### src/rtl/voice_emph_pkg.sv
// voice_emph_pkg: shared constants for the emphasis filter.
//   EMPH_*       mode encodings (2'b11 decodes as bypass)
//   round_const  half-LSB added before the Q1.(COEF_WIDTH-1) rescale shift
//   sat_hi/lo    signed saturation limits for a given sample width
package voice_emph_pkg;

  localparam logic [1:0] EMPH_BYPASS = 2'b00;
  localparam logic [1:0] EMPH_PRE    = 2'b01;
  localparam logic [1:0] EMPH_DE     = 2'b10;

  function automatic longint round_const(input int coef_w);
    return longint'(1) <<< (coef_w - 2);
  endfunction

  function automatic longint sat_hi(input int data_w);
    return (longint'(1) <<< (data_w - 1)) - 1;
  endfunction

  function automatic longint sat_lo(input int data_w);
    return -(longint'(1) <<< (data_w - 1));
  endfunction

endpackage

### src/rtl/emph_mac.sv
// emph_mac: two-stage shared datapath.
//   stage 1 (in_*_i): registers p = a*hist at full width, x, channel, mode
//   stage 2: round p, add/sub against x, saturate; registers data_o/ch_o/vld_o
//   s2_*/wb_*: combinational stage-2 view used for history write-back and
//              forwarding in the parent
module emph_mac
  import voice_emph_pkg::*;
#(
  parameter int DATA_WIDTH = 16,
  parameter int COEF_WIDTH = 16,
  parameter int CH_W       = 1
) (
  input  logic                         clk,
  input  logic                         rst_n,
  input  logic                         in_vld_i,
  input  logic [CH_W-1:0]              in_ch_i,
  input  logic [1:0]                   in_mode_i,
  input  logic signed [DATA_WIDTH-1:0] in_x_i,
  input  logic signed [DATA_WIDTH-1:0] in_hist_i,
  input  logic [COEF_WIDTH-1:0]        coef_i,
  output logic                         s2_vld_o,
  output logic [CH_W-1:0]              s2_ch_o,
  output logic                         wb_en_o,
  output logic signed [DATA_WIDTH-1:0] wb_val_o,
  output logic signed [DATA_WIDTH-1:0] data_o,
  output logic [CH_W-1:0]              ch_o,
  output logic                         vld_o
);

  localparam int STAGES = 2;
  localparam int PW     = DATA_WIDTH + COEF_WIDTH + 1;
  // x +/- q needs two guard bits before the clamp
  localparam int SW     = DATA_WIDTH + 2;
  localparam logic signed [PW-1:0] RND    = PW'(round_const(COEF_WIDTH));
  localparam logic signed [SW-1:0] SAT_HI = SW'(sat_hi(DATA_WIDTH));
  localparam logic signed [SW-1:0] SAT_LO = SW'(sat_lo(DATA_WIDTH));

  logic [STAGES:1]              vld_pipe_q;
  logic [CH_W-1:0]              ch1_q, ch2_q;
  logic [1:0]                   mode1_q;
  logic signed [DATA_WIDTH-1:0] x1_q, y2_q;
  logic signed [PW-1:0]         p1_q;

  logic signed [PW-1:0]         prod_d;
  logic signed [SW-1:0]         q_d, x_ext, sum_d;
  logic signed [DATA_WIDTH-1:0] y_d;

  // coefficient is unsigned: zero-extend so it is never read as negative
  assign prod_d = $signed({{(PW-DATA_WIDTH){in_hist_i[DATA_WIDTH-1]}}, in_hist_i})
                * $signed({{(PW-COEF_WIDTH){1'b0}}, coef_i});

  always_ff @(posedge clk or negedge rst_n) begin
    if (!rst_n) begin
      vld_pipe_q <= '0;
      ch1_q      <= '0;
      mode1_q    <= EMPH_BYPASS;
      x1_q       <= '0;
      p1_q       <= '0;
      ch2_q      <= '0;
      y2_q       <= '0;
    end else begin
      vld_pipe_q <= {vld_pipe_q[STAGES-1:1], in_vld_i};
      if (in_vld_i) begin
        ch1_q   <= in_ch_i;
        mode1_q <= in_mode_i;
        x1_q    <= in_x_i;
        p1_q    <= prod_d;
      end
      if (vld_pipe_q[1]) begin
        ch2_q <= ch1_q;
        y2_q  <= y_d;
      end
    end
  end

  always_comb begin
    // |q| < 2^(DATA_WIDTH-1)+1, so truncation to SW bits is lossless
    q_d   = SW'((p1_q + RND) >>> (COEF_WIDTH - 1));
    x_ext = {{2{x1_q[DATA_WIDTH-1]}}, x1_q};
    case (mode1_q)
      EMPH_PRE: sum_d = x_ext - q_d;
      EMPH_DE:  sum_d = x_ext + q_d;
      default:  sum_d = x_ext;
    endcase
    if (sum_d > SAT_HI)      y_d = SAT_HI[DATA_WIDTH-1:0];
    else if (sum_d < SAT_LO) y_d = SAT_LO[DATA_WIDTH-1:0];
    else                     y_d = sum_d[DATA_WIDTH-1:0];
  end

  assign s2_vld_o = vld_pipe_q[1];
  assign s2_ch_o  = ch1_q;
  assign wb_en_o  = vld_pipe_q[1] && (mode1_q == EMPH_PRE || mode1_q == EMPH_DE);
  // pre-emphasis remembers the input, de-emphasis the (clamped) output
  assign wb_val_o = (mode1_q == EMPH_PRE) ? x1_q : y_d;

  assign data_o = y2_q;
  assign ch_o   = ch2_q;
  assign vld_o  = vld_pipe_q[STAGES];

endmodule

### src/rtl/voice_emph_filter.sv
// voice_emph_filter: multi-channel first-order emphasis filter
// (bypass / pre-emphasis / de-emphasis) over one shared MAC pipeline.
//   sck, voide_rst_n      clock, async active-low reset
//   data_in/in_vld        packed per-channel samples and strobes
//   cfg_load/mode/coef    shadowed configuration, committed when idle
//   data_out/out_vld/ch   filtered sample, two cycles after grant
//   busy                  any sample pending or in the pipeline
//   ovf_err               sticky: a sample was dropped
module voice_emph_filter
  import voice_emph_pkg::*;
#(
  parameter int          DATA_WIDTH = 16,
  parameter int          COEF_WIDTH = 16,
  parameter int          CH_NUM     = 2,
  parameter int unsigned COEF_RST   = 32113,
  localparam int         CH_W       = (CH_NUM > 1) ? $clog2(CH_NUM) : 1
) (
  input  logic                           sck,
  input  logic                           voide_rst_n,
  input  logic [CH_NUM*DATA_WIDTH-1:0]   data_in,
  input  logic [CH_NUM-1:0]              in_vld,
  input  logic                           cfg_load,
  input  logic [1:0]                     cfg_mode,
  input  logic [COEF_WIDTH-1:0]          cfg_coef,
  output logic signed [DATA_WIDTH-1:0]   data_out,
  output logic                           out_vld,
  output logic [CH_W-1:0]                out_ch,
  output logic                           busy,
  output logic                           ovf_err
);

  localparam int DW = DATA_WIDTH;
  localparam logic [COEF_WIDTH-1:0] COEF_RST_W = COEF_WIDTH'(COEF_RST);

  logic [CH_NUM-1:0]      pend_q, req, gnt_oh, take, drop;
  logic signed [DW-1:0]   samp_q [CH_NUM];
  logic signed [DW-1:0]   hist_q [CH_NUM];
  logic signed [DW-1:0]   x_in   [CH_NUM];
  logic                   gnt_vld;
  logic [CH_W-1:0]        gnt_ch;
  logic signed [DW-1:0]   gnt_x, gnt_hist;

  logic [1:0]             mode_q, sh_mode_q;
  logic [COEF_WIDTH-1:0]  coef_q, sh_coef_q;
  logic                   sh_pend_q, ovf_q, commit;

  logic                   s2_vld, wb_en;
  logic [CH_W-1:0]        s2_ch;
  logic signed [DW-1:0]   wb_val;

  always_comb begin
    for (int c = 0; c < CH_NUM; c++) x_in[c] = data_in[c*DW +: DW];
  end

  // fixed priority: lowest channel index wins
  assign req     = pend_q | in_vld;
  assign gnt_vld = |req;
  assign gnt_oh  = req & (~req + CH_NUM'(1));

  always_comb begin
    gnt_ch = '0;
    for (int c = CH_NUM-1; c >= 0; c--) if (req[c]) gnt_ch = CH_W'(c);
  end

  // a held sample is older than one arriving now, so it goes first
  assign gnt_x    = pend_q[gnt_ch] ? samp_q[gnt_ch] : x_in[gnt_ch];
  // stage 2 writes this channel's history at the same edge we capture it
  assign gnt_hist = (wb_en && s2_ch == gnt_ch) ? wb_val : hist_q[gnt_ch];

  // accept unless the slot is occupied and not being freed this cycle
  assign drop = in_vld & pend_q & ~gnt_oh;
  assign take = in_vld & ~drop;

  assign busy   = (|pend_q) | s2_vld;
  assign commit = sh_pend_q && !busy && !(|in_vld);

  always_ff @(posedge sck or negedge voide_rst_n) begin
    if (!voide_rst_n) begin
      pend_q <= '0;
      ovf_q  <= 1'b0;
      for (int c = 0; c < CH_NUM; c++) begin
        samp_q[c] <= '0;
        hist_q[c] <= '0;
      end
    end else begin
      // an arrival on a channel granted straight from the wire needs no slot
      pend_q <= (pend_q & ~gnt_oh) | (take & ~(gnt_oh & ~pend_q));
      ovf_q  <= ovf_q | (|drop);
      for (int c = 0; c < CH_NUM; c++) begin
        if (take[c]) samp_q[c] <= x_in[c];
        if (commit)                              hist_q[c] <= '0;
        else if (wb_en && s2_ch == CH_W'(c))     hist_q[c] <= wb_val;
      end
    end
  end

  // commit only when the pipeline is empty so no sample mixes configs
  always_ff @(posedge sck or negedge voide_rst_n) begin
    if (!voide_rst_n) begin
      mode_q    <= EMPH_BYPASS;
      coef_q    <= COEF_RST_W;
      sh_mode_q <= EMPH_BYPASS;
      sh_coef_q <= COEF_RST_W;
      sh_pend_q <= 1'b0;
    end else begin
      if (cfg_load) begin
        sh_mode_q <= cfg_mode;
        sh_coef_q <= cfg_coef;
        sh_pend_q <= 1'b1;
      end else if (commit) begin
        sh_pend_q <= 1'b0;
      end
      if (commit) begin
        mode_q <= sh_mode_q;
        coef_q <= sh_coef_q;
      end
    end
  end

  assign ovf_err = ovf_q;

  emph_mac #(
    .DATA_WIDTH (DW),
    .COEF_WIDTH (COEF_WIDTH),
    .CH_W       (CH_W)
  ) u_mac (
    .clk       (sck),
    .rst_n     (voide_rst_n),
    .in_vld_i  (gnt_vld),
    .in_ch_i   (gnt_ch),
    .in_mode_i (mode_q),
    .in_x_i    (gnt_x),
    .in_hist_i (gnt_hist),
    .coef_i    (coef_q),
    .s2_vld_o  (s2_vld),
    .s2_ch_o   (s2_ch),
    .wb_en_o   (wb_en),
    .wb_val_o  (wb_val),
    .data_o    (data_out),
    .ch_o      (out_ch),
    .vld_o     (out_vld)
  );

endmodule

### config.mk
export PLATFORM = sky130hd
export DESIGN_NAME = voice_emph_filter
export DESIGN_NICKNAME = d
export VERILOG_FILES = /design/src/rtl/voice_emph_pkg.sv /design/src/rtl/emph_mac.sv /design/src/rtl/voice_emph_filter.sv
export SDC_FILE = /design/constraint.sdc
export NUM_CORES = 1
export LEC_CHECK = 0
export CAP_MARGIN = 25
export CORE_MARGIN = 2
export CORE_UTILIZATION = 65
export DETAILED_ROUTE_END_ITERATION = 12
export DONT_BUFFER_PORTS = 1
export GPL_TIMING_DRIVEN = 0
export PLACE_DENSITY = 0.81
export SYNTH_ARGS = -nofsm -noshare
export SYNTH_HDL_FRONTEND = slang
export SYNTH_SLANG_ARGS = --single-unit
export TNS_END_PERCENT = 5
### constraint.sdc
create_clock -name sck -period 17.3 [get_ports sck]
set_clock_uncertainty 0.15 [all_clocks]
set_input_delay 1.73 -clock sck [delete_from_list [all_inputs] [get_ports sck]]
set_output_delay 1.73 -clock sck [all_outputs]
set_load 0.01 [all_outputs]
# After elaboration in Yosys (flattened, before gate mapping)
# Cells that the tools add are included.
[totals]
register_bits = 175
wordCells = 89
[classes]
add_sub_neg = 4
multipliers = 1
magnitude_cmp = 4
n_eq_ne = 3
muxes = 25
bitwise_logic = 18
n_reduce_logical = 16
[ops]
columns = ["operator", "count"]
rows = [
  ["2-to-1 mux 16 bit", 18],
  ["case mux 18 bit (2 select lines)", 1],
  ["adder 33 x 16 -> 33 bit, second input constant", 1],
  ["multiplier 16 x 17 -> 33 bit", 1],
  ["adder 16 x 18 -> 18 bit", 1],
  ["greater-than comparator 18 x 16 -> 1 bit, second input constant", 1],
  ["< comparator 18 x 16 -> 1 bit, second input constant", 1],
  ["subtractor 16 x 18 -> 18 bit", 1],
  ["AND 2 bit", 7],
  ["inverter 2 bit", 5],
  ["OR reduction 2 bit", 4],
  ["logical AND 1 bit", 6],
  ["2-to-1 mux 1 bit", 6],
  ["nonzero test 2 bit", 3],
  ["OR 2 bit", 2],
  ["adder 2 x 1 -> 2 bit, second input constant", 1],
  ["equality test 2 x 1 -> 1 bit, second input constant", 1],
  ["equality test 2 bit, second input constant", 1],
  [">= comparator 2 bit, second input constant", 1],
  ["zero test 1 bit", 2],
  ["< comparator 1 x 2 -> 1 bit, second input constant", 1],
  ["inverter 1 -> 2 bit", 1],
  ["OR 1 bit", 2],
  ["equality test 1 bit", 1],
  ["other kinds (2)", 2],
]

# Depth between registers and ports, before layout
# Gate-level depths: netlist of run 1.
[logic_depth]
word_depth = 10
depth_mapped = 50
mapped_depth_nobuf = 47

# Cells and area by module
# From an unflattened synthesis of run 1, not the netlist that was laid out.
[unflattened]
hier_cells = 1835
area_unflattened_um2 = 17555.6
[by_module_without_submodules]
columns = ["module", "instances", "cells_per_inst", "area_each_um2"]
rows = [
  ["emph_mac", 1, 1442, 12665.9],
  ["voice_emph_filter", 1, 393, 4889.7],
]

# Worst setup path after synthesis of run 1
# No wires, ideal clock.
[synth_path]
kind = "register to register"
from = "register u_mac.p1_q[14]"
to = "register u_mac.p1_q[20]"
arrival_ns = 10.771
required_ns = 17.014
slack_ns = 6.242
stages_incl_launch_ff = 47
n_path_buf = 4
path_cell_list = "dfrtp_1 -> ha_1 -> buf_2 -> nand4_4 -> nor2_1 -> or4_1 -> a211oi_4 -> nand3_1 -> nand2_1 -> o21ai_0 -> o21ai_0 -> xor2_1 -> ha_1 -> clkbuf_1 -> a21o_1 -> or2_2 -> o21ai_0 -> a41o_1 -> (+11 left out) -> fa_1 -> inv_1 -> fa_1 -> fa_1 -> inv_1 -> fa_1 -> inv_1 -> ha_1 -> a211o_1 -> a21oi_1 -> nand2_1 -> a2111oi_0 -> a21bo_2 -> a41oi_4 -> a41oi_1 -> o21bai_1 -> xnor2_1 -> a21oi_1"
[synth_via]
elab_chain_len = 9
word_cells_on_any_way = 11
classes_between = "add/sub: 3; mul: 1; order compare: 2; mux: 5"
[synth_rtl]
columns = ["item", "line_no", "rtl"]
rows = [
  ["start: declaration", "emph_mac.sv:42", "logic signed [PW-1:0] p1_q;"],
  ["start signal: assignment", "emph_mac.sv:67", "p1_q <= prod_d;"],
  ["adder 33 x 16 -> 33 bit (*)", "emph_mac.sv:78", "q_d = SW'((p1_q + RND) >>> (COEF_WIDTH - 1));"],
  ["adder 16 x 18 -> 18 bit or subtractor 16 x 18 -> 18 bit (tied branches)", "emph_mac.sv:82, emph_mac.sv:81", ""],
  ["case mux 18 bit (2 select lines) (*)", "emph_mac.sv:80", "case (mode1_q)"],
  ["< comparator 18 x 16 -> 1 bit", "emph_mac.sv:86", "else if (sum_d < SAT_LO) y_d = SAT_LO[DATA_WIDTH-1:0];"],
  ["2-to-1 mux 16 bit", "emph_mac.sv:86", ""],
  ["2-to-1 mux 16 bit (*)", "emph_mac.sv:85", "if (sum_d > SAT_HI) y_d = SAT_HI[DATA_WIDTH-1:0];"],
  ["2-to-1 mux 16 bit (*)", "emph_mac.sv:94", "assign wb_val_o = (mode1_q == EMPH_PRE) ? x1_q : y_d;"],
  ["2-to-1 mux 16 bit (*)", "voice_emph_filter.sv:68", "assign gnt_hist = (wb_en && s2_ch == gnt_ch) ? wb_val : hist_q[gnt_ch];"],
  ["multiplier 16 x 17 -> 33 bit (*)", "emph_mac.sv:50", "* $signed({{(PW-COEF_WIDTH){1'b0}}, coef_i});"],
]
# Every way passes the cells marked *; elsewhere a longest branch is shown, timed or not.
# A chain may end at the register's enable or synchronous reset.

# Worst setup path after layout of run 1
# Same ends and word-level chain as after synthesis.

==> results of run 1 <==
-- state kept, by name (all words and copies together) (netlist names) --
name and flops:
ovf_err 1, coef_q 16, u_mac.vld_pipe_q 2, u_mac.p1_q 19, sh_mode_q 2, u_mac.mode1_q 2, u_mac.s2_ch_o 1, hist_q 32
pend_q 2, mode_q 2, u_mac.x1_q 16, sh_pend_q 1, u_mac.data_o 16, sh_coef_q 16, u_mac.ch_o 1, samp_q 32
-- stage by stage --
step | setup WS, ps | util [%] | instances | hold slack [ps] | instance area [sq um]
global route | 3260 | 70.44 | 2417 | 318.7 | 19040
finish | 4012 | 70.45 | 2418 | 301.5 | 19040
global placement | 3697 | 68.08 | 2384 | 287.1 | 18400
CTS | 4257 | 70.40 | 2416 | 304.2 | 19030
detailed placement | 4306 | 68.10 | 2384 | 295.0 | 18410
floorplan | 6242 | - | 2043 | 282.9 | 17970
-- kinds of logic after synthesis --
family                     count (synthesis)  share of synthesized area, %
muxes                                     82                         5.103
adders and majority gates                335                         31.41
and+or+nand+nor                          770                         19.83
buffers and inverters                    364                         7.957
xor gates and xnor gates                  70                         3.613
DFF                                      161                         22.56
AOI/OAI and AO/OA                        261                         9.524
-- Yosys cell counts (all sizes together), types with 5 or more instances --
cell / n
nand3: 68
dfrtp: 141
xnor2: 44
inv: 262
nor3: 8
o21bai: 6
fa: 194
mux2i: 8
or3: 6
o31ai: 8
a21o: 16
ha: 140
buf: 27
a41oi: 5
xor2: 24
and2: 106
clkbuf: 74
or2: 11
dfstp: 20
a31oi: 8
and3: 12
nand2: 416
o21a: 19
a211o: 6
a211oi: 12
a21oi: 79
nand2b: 9
o21ai: 74
nor2b: 21
nand4: 9
nor2: 88
mux2: 74
-- worst min path at each step --
stage | from | end | slack, ps | depth (start not counted)
global route | sh_coef_q[13] | coef_q[13] | 320 | 2
CTS | sh_coef_q[12] | coef_q[12] | 300 | 2
floorplan | sh_coef_q[13] | coef_q[13] | 280 | 2
detailed placement | sh_coef_q[13] | coef_q[13] | 290 | 2
finish | sh_coef_q[12] | coef_q[12] | 300 | 2
global placement | sh_coef_q[13] | coef_q[13] | 290 | 2
-- area by class of cell --
cell class | instances | area share, %
clock inverter | 15 | 1.032
timing repair buffer | 1 | 0.05914
antenna | 1 | 0.01314
clock buffer | 17 | 2.234
buffer | 101 | 2.326
multi-input combinational | 1518 | 65.62
tap | 341 | 2.241
sequential | 161 | 21.29
inverter | 263 | 5.185
-- routing by layer --
| layer | share of wire, % | GRT usage [%] | vias up |
|---|---|---|---|
| li1 | - | - | 6577 |
| met1 | 38 | 43.70 | 7131 |
| met2 | 47 | 58.38 | 670 |
| met3 | 8.4 | 7.279 | 203 |
| met4 | 5.8 | 18.32 | 0 |
| met5 | 0 | 0 | - |
-- worst reg2reg max path, delay by kind of cell, from the launching register on --
kind	cells	cell delay [ps]
AOI/OAI and AO/OA	18	5260
adders and majority gates	9	3900
and+or+nand+nor	10	1820
buffers and inverters	9	1290
DFF	1	450
xor gates and xnor gates	2	300
==> impl_results.md, run 1 <==
* Overflow after GRT at 0
* Crit. End Element: flip-flop
* DRC at 0
* Worst Tran Pin Value at 1179 ps
* WP depth at 48
* Fillers at 2049
* Critical Path Most Common Cell: fa_1
* Via count at 14.58k
* Area Overhead vs Synth at 5.946%
* Cts bufs inserted at 17
* Final Critical Period at 13290 ps
* Final net count at 2452
* Total wire length at 48.66 mm
* Routed WL per cell at 20.12 um
* Antenna Violating Nets Remaining at 0
* Slew Limit Headroom at 21.38%
* Synth Register Bits at 161
* Worst EP required at 17460 ps
* Starting Density at 66.50%
* Post-CTS setup buffers at 0
* CTS tree: done
* Rows at 60
* Register area at 4054 sq um
* Fmax at 75.25 MHz
* Worst-path clk slew at 80 ps
* Slowest-stage cell, CP: a2111oi_2
* Multi-input logic area at 12490 sq um
* CP peak stage delay at 800 ps
* Core Region at 27030 sq um
* Synth Area per Inst at 8.797 sq um
* Final setup TNS at 0 ps
* Max clock buf depth at 2
* Setup-failing EPs final at 0
* HP Class: flip-flop to flip-flop
* First-pass GRT wire length at 78.52 mm
* Area contributors post-synth: fa_1 (22%), dfrtp_1 (20%), ha_1 (9.7%), nand2_1 (8.7%), inv_1 (5.5%)
* Mapped Nets at 2432
* Seq/Total Area, Yosys at 22.56%
* Layout cells sized above 1 at 9.441%
* Gr usage total at 35.21%
* Insertion delay to the later sink of the worst-skew pair at 450 ps
* Root Driver: clkbuf_16
* EDFF count, synth at 0
* Unique cell type count in the Yosys netlist at 87
* Ys Warns at 0
* Routed vias/inst at 6.030
* Area leader, netlist: fa_1
* Crit path DAT at 13450 ps
* CP Launch Type: flip-flop
* Fin crit share at 76.81%
* Total I/O pin count at 75
* Final Hold Fails at 0
* RSZ-0062 raised after global routing: false
* DRT iter0 DRCs at 1160
* WP buf/inv at 9
* Max-slew violation count at 0
* WS Path Type: flip-flop to flip-flop
* Hold buffers post-CTS at 0
* IO buf count at 0
* H-tree depth at 4
* # resized after CTS at 0
* Reg2Reg Launch Point: u_mac.p1_q[14]
* Max-Cap Viols at 0
* Worst Setup EP: u_mac.p1_q[20]
* Worst-case reg-to-reg path depth at 48
* Top delay family on crit path: compound AO/OA/AOI/OAI gates
* Final Wtd Congestion at 0.9407
* Die area at 29000 sq um
* Die H at 170.3 um
* Commonest non-fill, non-tap cells in the layout: nand2_1 (415), inv_1 (262), fa_1 (194)
* Initial antenna violation count at 1
* Die Wd at 170.3 um
* Post-DP HPWL at 38.12 mm
* Worst-path fanout max at 10
* Commonest non-fill, non-tap cell in the layout: nand2_1
* Cells after synthesis at 2043
* Post-synth top area share at 21.61%
* Largest net degree at the start of global routing at 162
* Vias in the first global route at 15.20k
* Mapped cell area at 17970 sq um
* Reg-to-reg endpoint: u_mac.p1_q[20]
* CP Launch Point: u_mac.p1_q[14]
* Outcome: complete, no violations
* Clk sinks at 161
* FF-to-FF setup slack at 4010 ps
* Async set-or-reset flop fraction in the synthesized netlist at 100.0%
* DR pass1 iterations at 8
* Ys flop type: dfrtp_1
Power of run 1 is left out: the tool's default activity adds up to more than one toggle a clock period on the data nets, which glitch-free logic cannot reach.
==> inputs of run 2 (changes only) <==
==> constraint.sdc (replaced) <==
create_clock -name sck -period 13.7 [get_ports sck]
set_clock_uncertainty 0.15 [all_clocks]
set_input_delay 1.37 -clock sck [delete_from_list [all_inputs] [get_ports sck]]
set_output_delay 1.37 -clock sck [all_outputs]
set_load 0.01 [all_outputs]
==> run 2 against run 1 <==
  * Cell area grew 0.11%
  * Setup slack worse by 3300 ps
  * Routed wire length about the same
  * Highest routed layer unchanged
  * Hold slack better by 2.9 ps
  * Maximum frequency grew 2.1%
  * Sequential share of layout area hardly changed
  * Critical endpoint unchanged
  * Critical path depth shrank 4
  * Critical path type unchanged
==> impl_results.md, run 2 (synthesized netlist as in run 1, its figures left out) <==
* Slowest-stage cell, CP: o21ai_0
* Critical Path Most Common Cell: fa_1
* Total wire length at 48.68 mm
* WP buf/inv at 7
* Via count at 14.58k
* Final Wtd Congestion at 0.9407
* Largest net degree at the start of global routing at 162
* Die Wd at 170.3 um
* DP Area at 18410 sq um
* Setup-failing EPs final at 0
* Final Critical Period at 13010 ps
* CP peak stage delay at 590 ps
* Fin crit share at 94.96%
* Vias in the first global route at 15.20k
* Max clock buf depth at 2
* CP Launch Type: flip-flop
* First-pass GRT wire length at 78.52 mm
* Final std cells w/o fill at 2417
* Final core occ at 70.53%
* Worst Tran Pin Value at 1171 ps
* Worst EP required at 13860 ps
* WS Path Type: flip-flop to flip-flop
* Max-Cap Viols at 0
* Clk sinks at 161
* Antenna Violating Nets Remaining at 0
* Starting Density at 66.50%
* Die area at 29000 sq um
* Area Overhead vs Synth at 6.057%
* Commonest non-fill, non-tap cells in the layout: nand2_1 (415), inv_1 (262), fa_1 (194)
* Final setup TNS at 0 ps
* # resized after CTS at 0
* IO buf count at 0
* Overflow after GRT at 0
* Total I/O pin count at 75
* DRC at 0
* Final net count at 2452
* Rows at 60
* Max-slew violation count at 0
* RSZ-0062 raised after global routing: false
* Layout cells sized above 1 at 9.538%
* Routed vias/inst at 6.033
* Worst-path clk slew at 80 ps
* DR pass1 iterations at 8
* Final Hold Fails at 0
* Cts bufs inserted at 17
* Initial antenna violation count at 1
* Worst-path fanout max at 10
* Dpl cells at 2384
* Top delay family on crit path: compound AO/OA/AOI/OAI gates
* Top flop regs: hist_q x32, samp_q x32, u_mac.p1_q x19
* Core Region at 27030 sq um
* CTS tree: done
* Finished Cell Area at 19060 sq um
* Gr usage total at 35.21%
* Post-CTS setup buffers at 0
* Commonest non-fill, non-tap cell in the layout: nand2_1
* Crit. End Element: flip-flop
* Hold buffers post-CTS at 0
* Fillers at 2050
* DRT iter0 DRCs at 1222
* H-tree depth at 4
* Fmax at 76.87 MHz
* Slew Limit Headroom at 21.94%
* Crit path DAT at 13170 ps
* Root Driver: clkbuf_16
* Insertion delay to the later sink of the worst-skew pair at 450 ps
* Die H at 170.3 um
* Post-DP HPWL at 38.12 mm
* Routed WL per cell at 20.14 um
* Outcome: complete, no violations
* HP Class: flip-flop to flip-flop
* Antenna cells at 0
[run 2: area by class of cell]
class | instances | area, sq um | area share (%)
clock buffer | 17 | 425.4 | 2.232
buffer | 101 | 442.9 | 2.324
multi-input combinational | 1518 | 12520 | 65.67
inverter | 263 | 987.2 | 5.179
tap | 341 | 426.7 | 2.238
clock inverter | 15 | 196.4 | 1.031
timing repair buffer | 1 | 11.26 | 0.05908
sequential | 161 | 4054 | 21.27
[run 2: tightest hold or removal path, stage by stage (launching register included)]
cell	delay, ps
dfstp_2	370
nand2_1	50
nand2_1	40
[run 2: per-layer routing]
| layer | GRT usage [%] | part of all wire, % |
|---|---|---|
| met1 | 43.70 | 38 |
| met2 | 58.38 | 47 |
| met3 | 7.279 | 8.6 |
| met4 | 18.32 | 5.7 |
| met5 | 0 | 0 |
[run 2: path summary, 6_finish.rpt]
path	start	endpoint	slack [ps]	cells after the start
min in group asynchronous	voide_rst_n	samp_q[26]	460	0
max in group asynchronous	voide_rst_n	sh_coef_q[4]	12570	0
max reg2reg	u_mac.p1_q[14]	u_mac.p1_q[20]	690	44
min reg2reg	sh_coef_q[12]	coef_q[12]	300	2
max	u_mac.p1_q[14]	u_mac.p1_q[20]	690	44
min	sh_coef_q[12]	coef_q[12]	300	2
[run 2: stage by stage]
step                      hold slack, ps  setup slack [ps]
after floorplan                    282.9              2642
final                              304.4             690.3
after global routing               318.7             120.2
after global placement             287.1             97.14
after CTS                          304.2             656.8
after detailed placement           295.0             706.1
Power of run 2 is left out for the same reason.
